$ cat src/rtl/disp_pkg.sv
// ---------------------------------------------------------------------------
// disp_pkg
// Shared constants and helpers for the 4-digit 7-segment scan driver.
//   NUM_DIGITS   : number of multiplexed digits
//   AN_ALL_OFF   : active-low anode pattern with every digit dark
//   nibble_sel   : pick nibble idx out of a 16-bit display word
//   anode_onehot : active-high one-hot for digit idx (invert for the pins)
// ---------------------------------------------------------------------------
`timescale 1ns/1ps
package disp_pkg;

  localparam int         NUM_DIGITS = 4;
  localparam logic [3:0] AN_ALL_OFF = 4'b1111;

  // Nibble n occupies bits [4n+3:4n].
  function automatic logic [3:0] nibble_sel(input logic [15:0] word,
                                            input logic [1:0]  idx);
    return word[{idx, 2'b00} +: 4];
  endfunction

  function automatic logic [3:0] anode_onehot(input logic [1:0] idx);
    return 4'b0001 << idx;
  endfunction

endpackage

$ cat src/rtl/digit_scan_driver_slot_timer.sv
// ---------------------------------------------------------------------------
// slot_timer
// Free-running slot counter and digit index for the scan driver.
//   clk, reset  : clock, asynchronous active-high reset
//   idx         : digit currently being scanned (0..3)
//   blank       : current cycle lies in the anode blanking interval
//   slot_end    : last cycle of the current digit slot
//   frame_end   : last cycle of the last slot (frame boundary edge)
// blank/slot_end/frame_end are combinational decodes of the state; the
// top level registers everything that reaches a pin.
// ---------------------------------------------------------------------------
`timescale 1ns/1ps
module slot_timer
  import disp_pkg::*;
#(
  parameter int REFRESH_TICKS = 16000,
  parameter int BLANK_TICKS   = 1000
) (
  input  logic       clk,
  input  logic       reset,
  output logic [1:0] idx,
  output logic       blank,
  output logic       slot_end,
  output logic       frame_end
);

  localparam int               CNT_W   = (REFRESH_TICKS > 1) ? $clog2(REFRESH_TICKS) : 1;
  localparam logic [CNT_W-1:0] CNT_MAX = CNT_W'(REFRESH_TICKS - 1);
  localparam logic [CNT_W-1:0] BLANK_C = CNT_W'(BLANK_TICKS);
  localparam logic [1:0]       IDX_MAX = 2'(NUM_DIGITS - 1);

  logic [CNT_W-1:0] cnt_q, cnt_d;
  logic [1:0]       idx_q, idx_d;

  always_comb begin
    slot_end  = (cnt_q == CNT_MAX);
    frame_end = slot_end && (idx_q == IDX_MAX);
    blank     = (cnt_q < BLANK_C);

    cnt_d = cnt_q + 1'b1;
    idx_d = idx_q;
    if (slot_end) begin
      cnt_d = '0;
      // Two-bit index wraps 3 -> 0 on its own.
      idx_d = idx_q + 2'd1;
    end
  end

  always_ff @(posedge clk or posedge reset) begin
    if (reset) begin
      cnt_q <= '0;
      idx_q <= '0;
    end else begin
      cnt_q <= cnt_d;
      idx_q <= idx_d;
    end
  end

  assign idx = idx_q;

endmodule

$ cat src/rtl/digit_scan_driver.sv
// ---------------------------------------------------------------------------
// digit_scan_driver
// Time-multiplexed scan driver for a 4-digit common-anode 7-segment display.
//   clk         : system clock
//   reset       : asynchronous active-high reset
//   load        : one-cycle write strobe for data_in (always accepted)
//   data_in     : new display word, nibble n in bits [4n+3:4n]
//   pending     : a written word waits for the next frame boundary
//   char        : nibble of the digit being scanned, to the hex decoder
//   an          : active-low anode enables, an[n] drives digit n
//   frame_start : one-cycle pulse as each new frame begins
// Host writes land in a shadow register and are copied to the displayed
// word only at a frame boundary, so a frame never mixes two words. Each
// slot opens with a blanking interval so the previous digit's segments
// are not briefly shown on the next anode.
// ---------------------------------------------------------------------------
`timescale 1ns/1ps
module digit_scan_driver
  import disp_pkg::*;
#(
  parameter int REFRESH_TICKS = 16000,
  parameter int BLANK_TICKS   = 1000
) (
  input  logic        clk,
  input  logic        reset,
  input  logic        load,
  input  logic [15:0] data_in,
  output logic        pending,
  output logic [3:0]  char,
  output logic [3:0]  an,
  output logic        frame_start
);

  logic [1:0] idx;
  logic       blank;
  logic       frame_end;
  // Slot-end strobe is not needed here; kept on the timer for observability.
  logic       unused_slot_end;

  slot_timer #(
    .REFRESH_TICKS (REFRESH_TICKS),
    .BLANK_TICKS   (BLANK_TICKS)
  ) u_slot_timer (
    .clk       (clk),
    .reset     (reset),
    .idx       (idx),
    .blank     (blank),
    .slot_end  (unused_slot_end),
    .frame_end (frame_end)
  );

  logic [15:0] shadow_q, shadow_d;
  logic [15:0] disp_q,   disp_d;
  logic        pending_q, pending_d;
  logic [3:0]  an_q,     an_d;
  logic [3:0]  char_q,   char_d;
  logic        frame_start_q, frame_start_d;

  // Buffer management: a load on the boundary edge goes straight to the
  // display so it is neither lost nor delayed by a whole frame.
  always_comb begin
    shadow_d  = shadow_q;
    disp_d    = disp_q;
    pending_d = pending_q;

    if (frame_end) begin
      if (load) begin
        shadow_d  = data_in;
        disp_d    = data_in;
        pending_d = 1'b0;
      end else if (pending_q) begin
        disp_d    = shadow_q;
        pending_d = 1'b0;
      end
    end else if (load) begin
      shadow_d  = data_in;
      pending_d = 1'b1;
    end
  end

  // Output registers: one cycle behind cnt/idx. char tracks idx even while
  // blanked so the decoder has settled before the anode turns on.
  always_comb begin
    an_d          = blank ? AN_ALL_OFF : ~anode_onehot(idx);
    char_d        = nibble_sel(disp_q, idx);
    frame_start_d = frame_end;
  end

  always_ff @(posedge clk or posedge reset) begin
    if (reset) begin
      shadow_q      <= '0;
      disp_q        <= '0;
      pending_q     <= 1'b0;
      an_q          <= AN_ALL_OFF;
      char_q        <= 4'h0;
      frame_start_q <= 1'b0;
    end else begin
      shadow_q      <= shadow_d;
      disp_q        <= disp_d;
      pending_q     <= pending_d;
      an_q          <= an_d;
      char_q        <= char_d;
      frame_start_q <= frame_start_d;
    end
  end

  assign pending     = pending_q;
  assign char        = char_q;
  assign an          = an_q;
  assign frame_start = frame_start_q;

endmodule

$ cat config.mk
export PLATFORM = sky130hd
export DESIGN_NAME = digit_scan_driver
export DESIGN_NICKNAME = d
export VERILOG_FILES = /design/src/rtl/disp_pkg.sv /design/src/rtl/digit_scan_driver_slot_timer.sv /design/src/rtl/digit_scan_driver.sv
export SDC_FILE = /design/constraint.sdc
export NUM_CORES = 1
export LEC_CHECK = 0
export CORE_AREA = 4 4 83 85
export DETAILED_ROUTE_END_ITERATION = 8
export DIE_AREA = 0 0 87 89
export HOLD_SLACK_MARGIN = 0.02
export PLACE_DENSITY = 0.58
export SYNTH_ARGS = -nofsm -noshare
export SYNTH_HDL_FRONTEND = slang
export SYNTH_SLANG_ARGS = --single-unit
$ cat constraint.sdc
create_clock -name clk -period 4.4 [get_ports clk]
set_clock_uncertainty 0.15 [all_clocks]
set_input_delay 0.88 -clock clk [delete_from_list [all_inputs] [get_ports clk]]
set_output_delay 0.88 -clock clk [all_outputs]
set_load 0.02 [all_outputs]
==> results.yml, run 1 <==
min_path:
  min-delay-start: "shadow_q[1]"
  hold_depth: 1
  worstHoldPathType: "reg -> reg"
route:
  drcViolationCount: 0
  drt_first_iter_violations: 54
  via_count: 1391
  routed_via_density: 4.915
  totalWireLength_mm: 4.300
  first_pass_iters: 4
  ant_nets: 0
  routedWlPerCell_um: 15.19
clock_network:
  cts.htree.levels: 3
  cts_buffers: 9
  tritoncts: "yes"
  clk_pin_slew_ps: 60
  post-cts-setup-buffers: 0
  cts_resized: 0
  cts-root-buf: "clkbuf_8"
  cts_max_path_buffers: 2
  clk_latency_ps: 320
  hold_buffers: 0
  cts_sinks: 58
worst_setup_path:
  critical_path.top_delay_family: "simple AND/OR/NAND/NOR gates"
  worstPathRequired_ps: 4460
  cp-startpoint: "u_slot_timer.cnt_q[0]"
  worstSetupStartpointType: "flop"
  cp.depth: 5
  crit_arrival_ps: 3060
  cp_num_buf_inv: 0
  timing.rr.start: "u_slot_timer.cnt_q[0]"
  r2r.worst_path.cells: 5
  critPathKind: "reg -> reg"
  worstSetupEndpointType: "flop"
  critPathSlowestCell: "nor4b_4"
  critPathMaxFanout: 16
  cp_slowest_stage_delay_ps: 760
  regToRegSetupSlack_ps: 1400
  path_cells: "ha_1, nand3_2, nor4b_4, and3b_1, mux2_2"
synth:
  syn_area_mm2: 0.002384
  ys.warnings.count: 0
  synth-seq-cells: 58
  synth_nets: 190
  avgSynthCellArea_um2: 14.36
  synth-seq-area-share: 0.6110
  async_reset_ff_frac: 1.000
  yosysUniqueCellTypes: 33
  syn_inst: 166
  ys.flop_type: "dfrtp_1"
  synth_edf_count: 0
grt:
  antenna_found_initial: 0
  first_global_vias: 1548
  grt-ovfl-total: 0
  grt_pass1_wl_mm: 7.479
  grt_use_total: 0.1301
  grt_max_degree: 37
power:
  peakVddDrop_uv: 221.5
  cellPowerDensity_mw_per_mm2: 363.2
  p_leak_nw: 1.300
die:
  rows: 29
  die_area_mm2: 0.007743
  die_h_um: 89
  initial_core_util: 0.3842
  fp.dieW_um: 87
  ioPinCount: 29
  core_mm2: 0.006205
finish:
  multi_input_area_um2: 878.3
  area_growth_pct: 22.94
  nNetsFinal: 226
  final_area_mm2: 0.002930
  seqCellArea_mm2: 0.001456
  fillCellCount: 540
  drive_above_1_share: 0.2913
  diodes: 0
outcome:
  outcome: "completed"
timing:
  worst_slew_pin_slew_ps: 768.8
  tns_ps: 0
  period_share: 0.6814
  period_minus_slack_ps: 2998
  fmax_ghz: 0.3335
  finalSetupViolations: 0
  relSlewSlack: 0.4853
  final_max_slew_viol_count: 0
  rsz0062_at_grt: "false"
  hold_viol_final: 0
placement:
  placed_area_mm2: 0.002745
  port_buffers: 28
  dpl.hpwl_mm: 3.005
  gp_congestion: 0.7540
run:
  maxCapViolCount: 0
==> layout make-up <==
type	instances	share of cell area
clock buffer	12	0.04953
clock inverter	3	0.01366
inverter	5	0.006405
multi-input combinational	98	0.2997
sequential	58	0.4970
tap	77	0.03288
timing repair buffer	30	0.1008
==> path summary, 6_finish.rpt <==
| kind | end |
|---|---|
| worst max-delay path | disp_q[6] |
| worst min-delay path | shadow_q[1] |
| worst max register to register | disp_q[6] |
| worst min register to register | shadow_q[1] |
| max in group asynchronous | an[3] |
| min in group asynchronous | u_slot_timer.cnt_q[10] |
==> state kept, by name (all words and copies together) (netlist names) <==
| register | flops |
|---|---|
| u_slot_timer.cnt_q | 14 |
| char | 4 |
| frame_start | 1 |
| an | 4 |
| u_slot_timer.idx | 2 |
| shadow_q | 16 |
| pending | 1 |
| disp_q | 16 |
==> metrics by stage <==
stage | power, mW | hold slack [ps] | util | instances | setup slack (ps)
after floorplan | 0.5878 | 304.7 | - | 166 | 1949
after global placement | 0.6116 | 319.4 | 0.4424 | 268 | 1358
after detailed placement | 0.6148 | 334.9 | 0.4424 | 268 | 1315
after CTS | 1.079 | 348.9 | 0.4723 | 283 | 1352
after global routing | 1.114 | 366.0 | 0.4723 | 283 | 1143
final | 1.064 | 345.2 | 0.4723 | 283 | 1402
==> logic make-up (layout without fill, tap and decap cells) <==
| family | after synthesis | after routing | share of synthesized area |
|---|---|---|---|
| flip-flops | 58 | 58 | 0.6110 |
| AND/OR/NAND/NOR | 39 | 39 | 0.09555 |
| multiplexers | 37 | 37 | 0.1932 |
| XOR/XNOR | 10 | 10 | 0.03674 |
| buffers and inverters | 10 | 50 | 0.02047 |
| AO/OA/AOI/OAI | 7 | 7 | 0.01680 |
| adder cells (fa/ha/maj) | 5 | 5 | 0.02625 |
==> Yosys cell counts (2+ instances only) <==
cell	number	share of area
nor3_1	4	0.0084
ha_1	5	0.026
nand3_1	3	0.0063
mux2_2	32	0.15
nor2b_1	2	0.0052
clkbuf_1	2	0.0032
dfrtp_1	54	0.57
dfstp_2	4	0.044
mux4_2	4	0.038
inv_1	5	0.0079
xor2_1	5	0.018
nand4_1	3	0.0079
xnor2_1	5	0.018
nor2_1	9	0.014
nand2_1	7	0.011
o21ai_0	5	0.010
==> worst reg2reg max path: stages (launching register included) <==
cell     delay [ps]
dfrtp_1         400
ha_1            230
nand3_2         180
nor4b_4         760
and3b_1         750
mux2_2          420
==> layer usage <==
layer | track usage | share of wire
met1 | 0.1547 | 0.42
met2 | 0.2112 | 0.51
met3 | 0.04332 | 0.046
met4 | 0.06657 | 0.018
met5 | 0 | 0
==> cells in the final DEF, fill, tap and decap left out, types with 2 or more instances in the layout <==
cell             netlist  routed
dfrtp_1               54      54
mux2_2                32      32
clkdlybuf4s50_1        0      28
clkbuf_8               0      10
nor2_1                 9       9
nand2_1                7       7
o21ai_0                5       5
xnor2_1                5       5
xor2_1                 5       5
ha_1                   5       5
inv_1                  5       4
mux4_2                 4       4
nor3_1                 4       4
dfstp_2                4       4
nand4_1                3       3
nand3_1                3       3
nor2b_1                2       2
clkbuf_1               2       2
clkinv_2               0       2
buf_4                  1       2
==> report_power, final <==
group / switching [mW] / internal [mW]
clock: 0.189 / 0.272
combinational: 0.0227 / 0.0284
sequential: 0.00363 / 0.548
No activity file was read; power rests on OpenSTA's default activity.
==> inputs of run 2 (changes only) <==
--- a/config.mk
+++ b/config.mk
@@ -9,7 +9,7 @@
 export DETAILED_ROUTE_END_ITERATION = 8
 export DIE_AREA = 0 0 87 89
 export HOLD_SLACK_MARGIN = 0.02
-export PLACE_DENSITY = 0.58
+export PLACE_DENSITY = 0.6
 export SYNTH_ARGS = -nofsm -noshare
 export SYNTH_HDL_FRONTEND = slang
 export SYNTH_SLANG_ARGS = --single-unit
==> constraint.sdc (replaced) <==
create_clock -name clk -period 2.65 [get_ports clk]
set_clock_uncertainty 0.15 [all_clocks]
set_input_delay 0.53 -clock clk [delete_from_list [all_inputs] [get_ports clk]]
set_output_delay 0.53 -clock clk [all_outputs]
set_load 0.02 [all_outputs]
==> results.yml, run 2 (synthesis gave the netlist of run 1 again) <==
outcome:
  outcome: "completed"
clock_network:
  clk_latency_ps: 320
  cts_buffers: 9
  cts.htree.levels: 3
  cts_max_path_buffers: 2
  cts_resized: 0
  post-cts-setup-buffers: 0
  cts_sinks: 58
  hold_buffers: 0
  clk_pin_slew_ps: 60
  cts-root-buf: "clkbuf_8"
  tritoncts: "yes"
worst_setup_path:
  critPathKind: "reg -> reg"
  crit_arrival_ps: 2240
  r2r-end: "disp_q[13]"
  critPathMaxFanout: 16
  worstSetupEndpointType: "flop"
  r2r.worst_path.cells: 6
  worstPathRequired_ps: 2710
  regToRegSetupSlack_ps: 460
  timing.rr.start: "u_slot_timer.cnt_q[0]"
  worstSetupStartpointType: "flop"
route:
  totalWireLength_mm: 4.200
  drt_first_iter_violations: 78
  ant_nets: 0
  top_layer: "met4"
  routed_via_density: 4.899
  via_count: 1401
  wl_met1_mm: 1.871
  routedWlPerCell_um: 14.69
  first_pass_iters: 2
  wl_met3_um: 163
  wl_met2_mm: 2.058
  drcViolationCount: 0
grt:
  first_global_vias: 1527
  grt_pass1_wl_mm: 7.162
  grt_max_degree: 39
  grt_use_total: 0.1231
  antenna_found_initial: 0
  grt-ovfl-total: 0
finish:
  fillCellCount: 550
  drive_above_1_share: 0.3110
  area_growth_pct: 26.30
  most-common-layout-cells: "dfrtp_1 (54), mux2_2 (32), clkdlybuf4s50_1 (28)"
  reg_top3: "disp_q (16), shadow_q (16), u_slot_timer.cnt_q (14)"
  nNetsFinal: 228
  final_common_cell: "dfrtp_1"
  diodes: 0
  fin_cells: 286
min_path:
  whs_endpoint: "shadow_q[12]"
  worstHoldPathType: "reg -> reg"
  hold_depth: 1
  min-delay-start: "shadow_q[12]"
timing:
  period_minus_slack_ps: 2187
  final_max_slew_viol_count: 0
  period_share: 0.8252
  finalSetupViolations: 0
  worst_slew_pin_slew_ps: 478.8
  tns_ps: 0
  fmax_ghz: 0.4573
  hold_viol_final: 0
  relSlewSlack: 0.6803
  rsz0062_at_grt: "false"
power:
  peakVddDrop_uv: 416.9
  p_leak_nw: 1.337
  cellPowerDensity_mw_per_mm2: 645.0
  power_mw: 1.942
placement:
  dpl.hpwl_mm: 2.828
  port_buffers: 28
  gp_congestion: 0.7342
  dp.cells: 270
die:
  die_area_mm2: 0.007743
  rows: 29
  initial_core_util: 0.3842
  fp.dieW_um: 87
  ioPinCount: 29
  core_mm2: 0.006205
  die_h_um: 89
run:
  maxCapViolCount: 0
[run 2: worst max-delay path by stage]
stage,startpoint,to,slack (ps),depth (start not counted)
after CTS,u_slot_timer.cnt_q[0],disp_q[13],440,6
after detailed placement,load,disp_q[13],450,4
after floorplan,reset,char[0],550,1
after global placement,load,disp_q[1],490,4
final,u_slot_timer.cnt_q[0],disp_q[13],460,6
after global routing,u_slot_timer.cnt_q[0],disp_q[13],320,6
[run 2: final cells by class]
cell class / count / area (um2) / area share
sequential: 58 / 1456 / 0.4838
multi-input combinational: 98 / 878.3 / 0.2918
timing repair buffer: 32 / 322.8 / 0.1072
clock buffer: 12 / 165.2 / 0.05486
tap: 77 / 96.34 / 0.03200
clock inverter: 4 / 72.57 / 0.02411
inverter: 5 / 18.77 / 0.006234
[run 2: through the flow]
step / cell area, um2 / hold WS (ps) / utilization / setup slack [ps]
after floorplan: 2384 / 304.7 / - / 548.6
after CTS: 3010 / 346.9 / 0.4852 / 442.2
after detailed placement: 2773 / 331.6 / 0.4469 / 453.1
after global placement: 2773 / 320.7 / 0.4469 / 489.3
final: 3010 / 345.3 / 0.4852 / 463.2
after global routing: 3010 / 355.5 / 0.4852 / 317.2
[run 2: worst max-delay path, stage by stage, from the launching register on]
cell and delay [ps]:
dfrtp_1 400, ha_1 220, nand3_2 180, nor4b_4 320, and3b_1 190, buf_4 240
mux2_2 370
[run 2: power by group]
part / internal [mW] / switching (mW) / total (mW) / leakage, nW
Combinational: 0.0492 / 0.0367 / 0.0859 / 0.478
Sequential: 0.910 / 0.00570 / 0.916 / 0.741
Clock: 0.605 / 0.336 / 0.940 / 0.119
[run 2: metal layers]
layer / global-route usage / vias up
met5: 0 / -
met4: 0.07932 / 0
met3: 0.03134 / 12
met2: 0.1946 / 24
met1: 0.1502 / 708
li1: - / 657
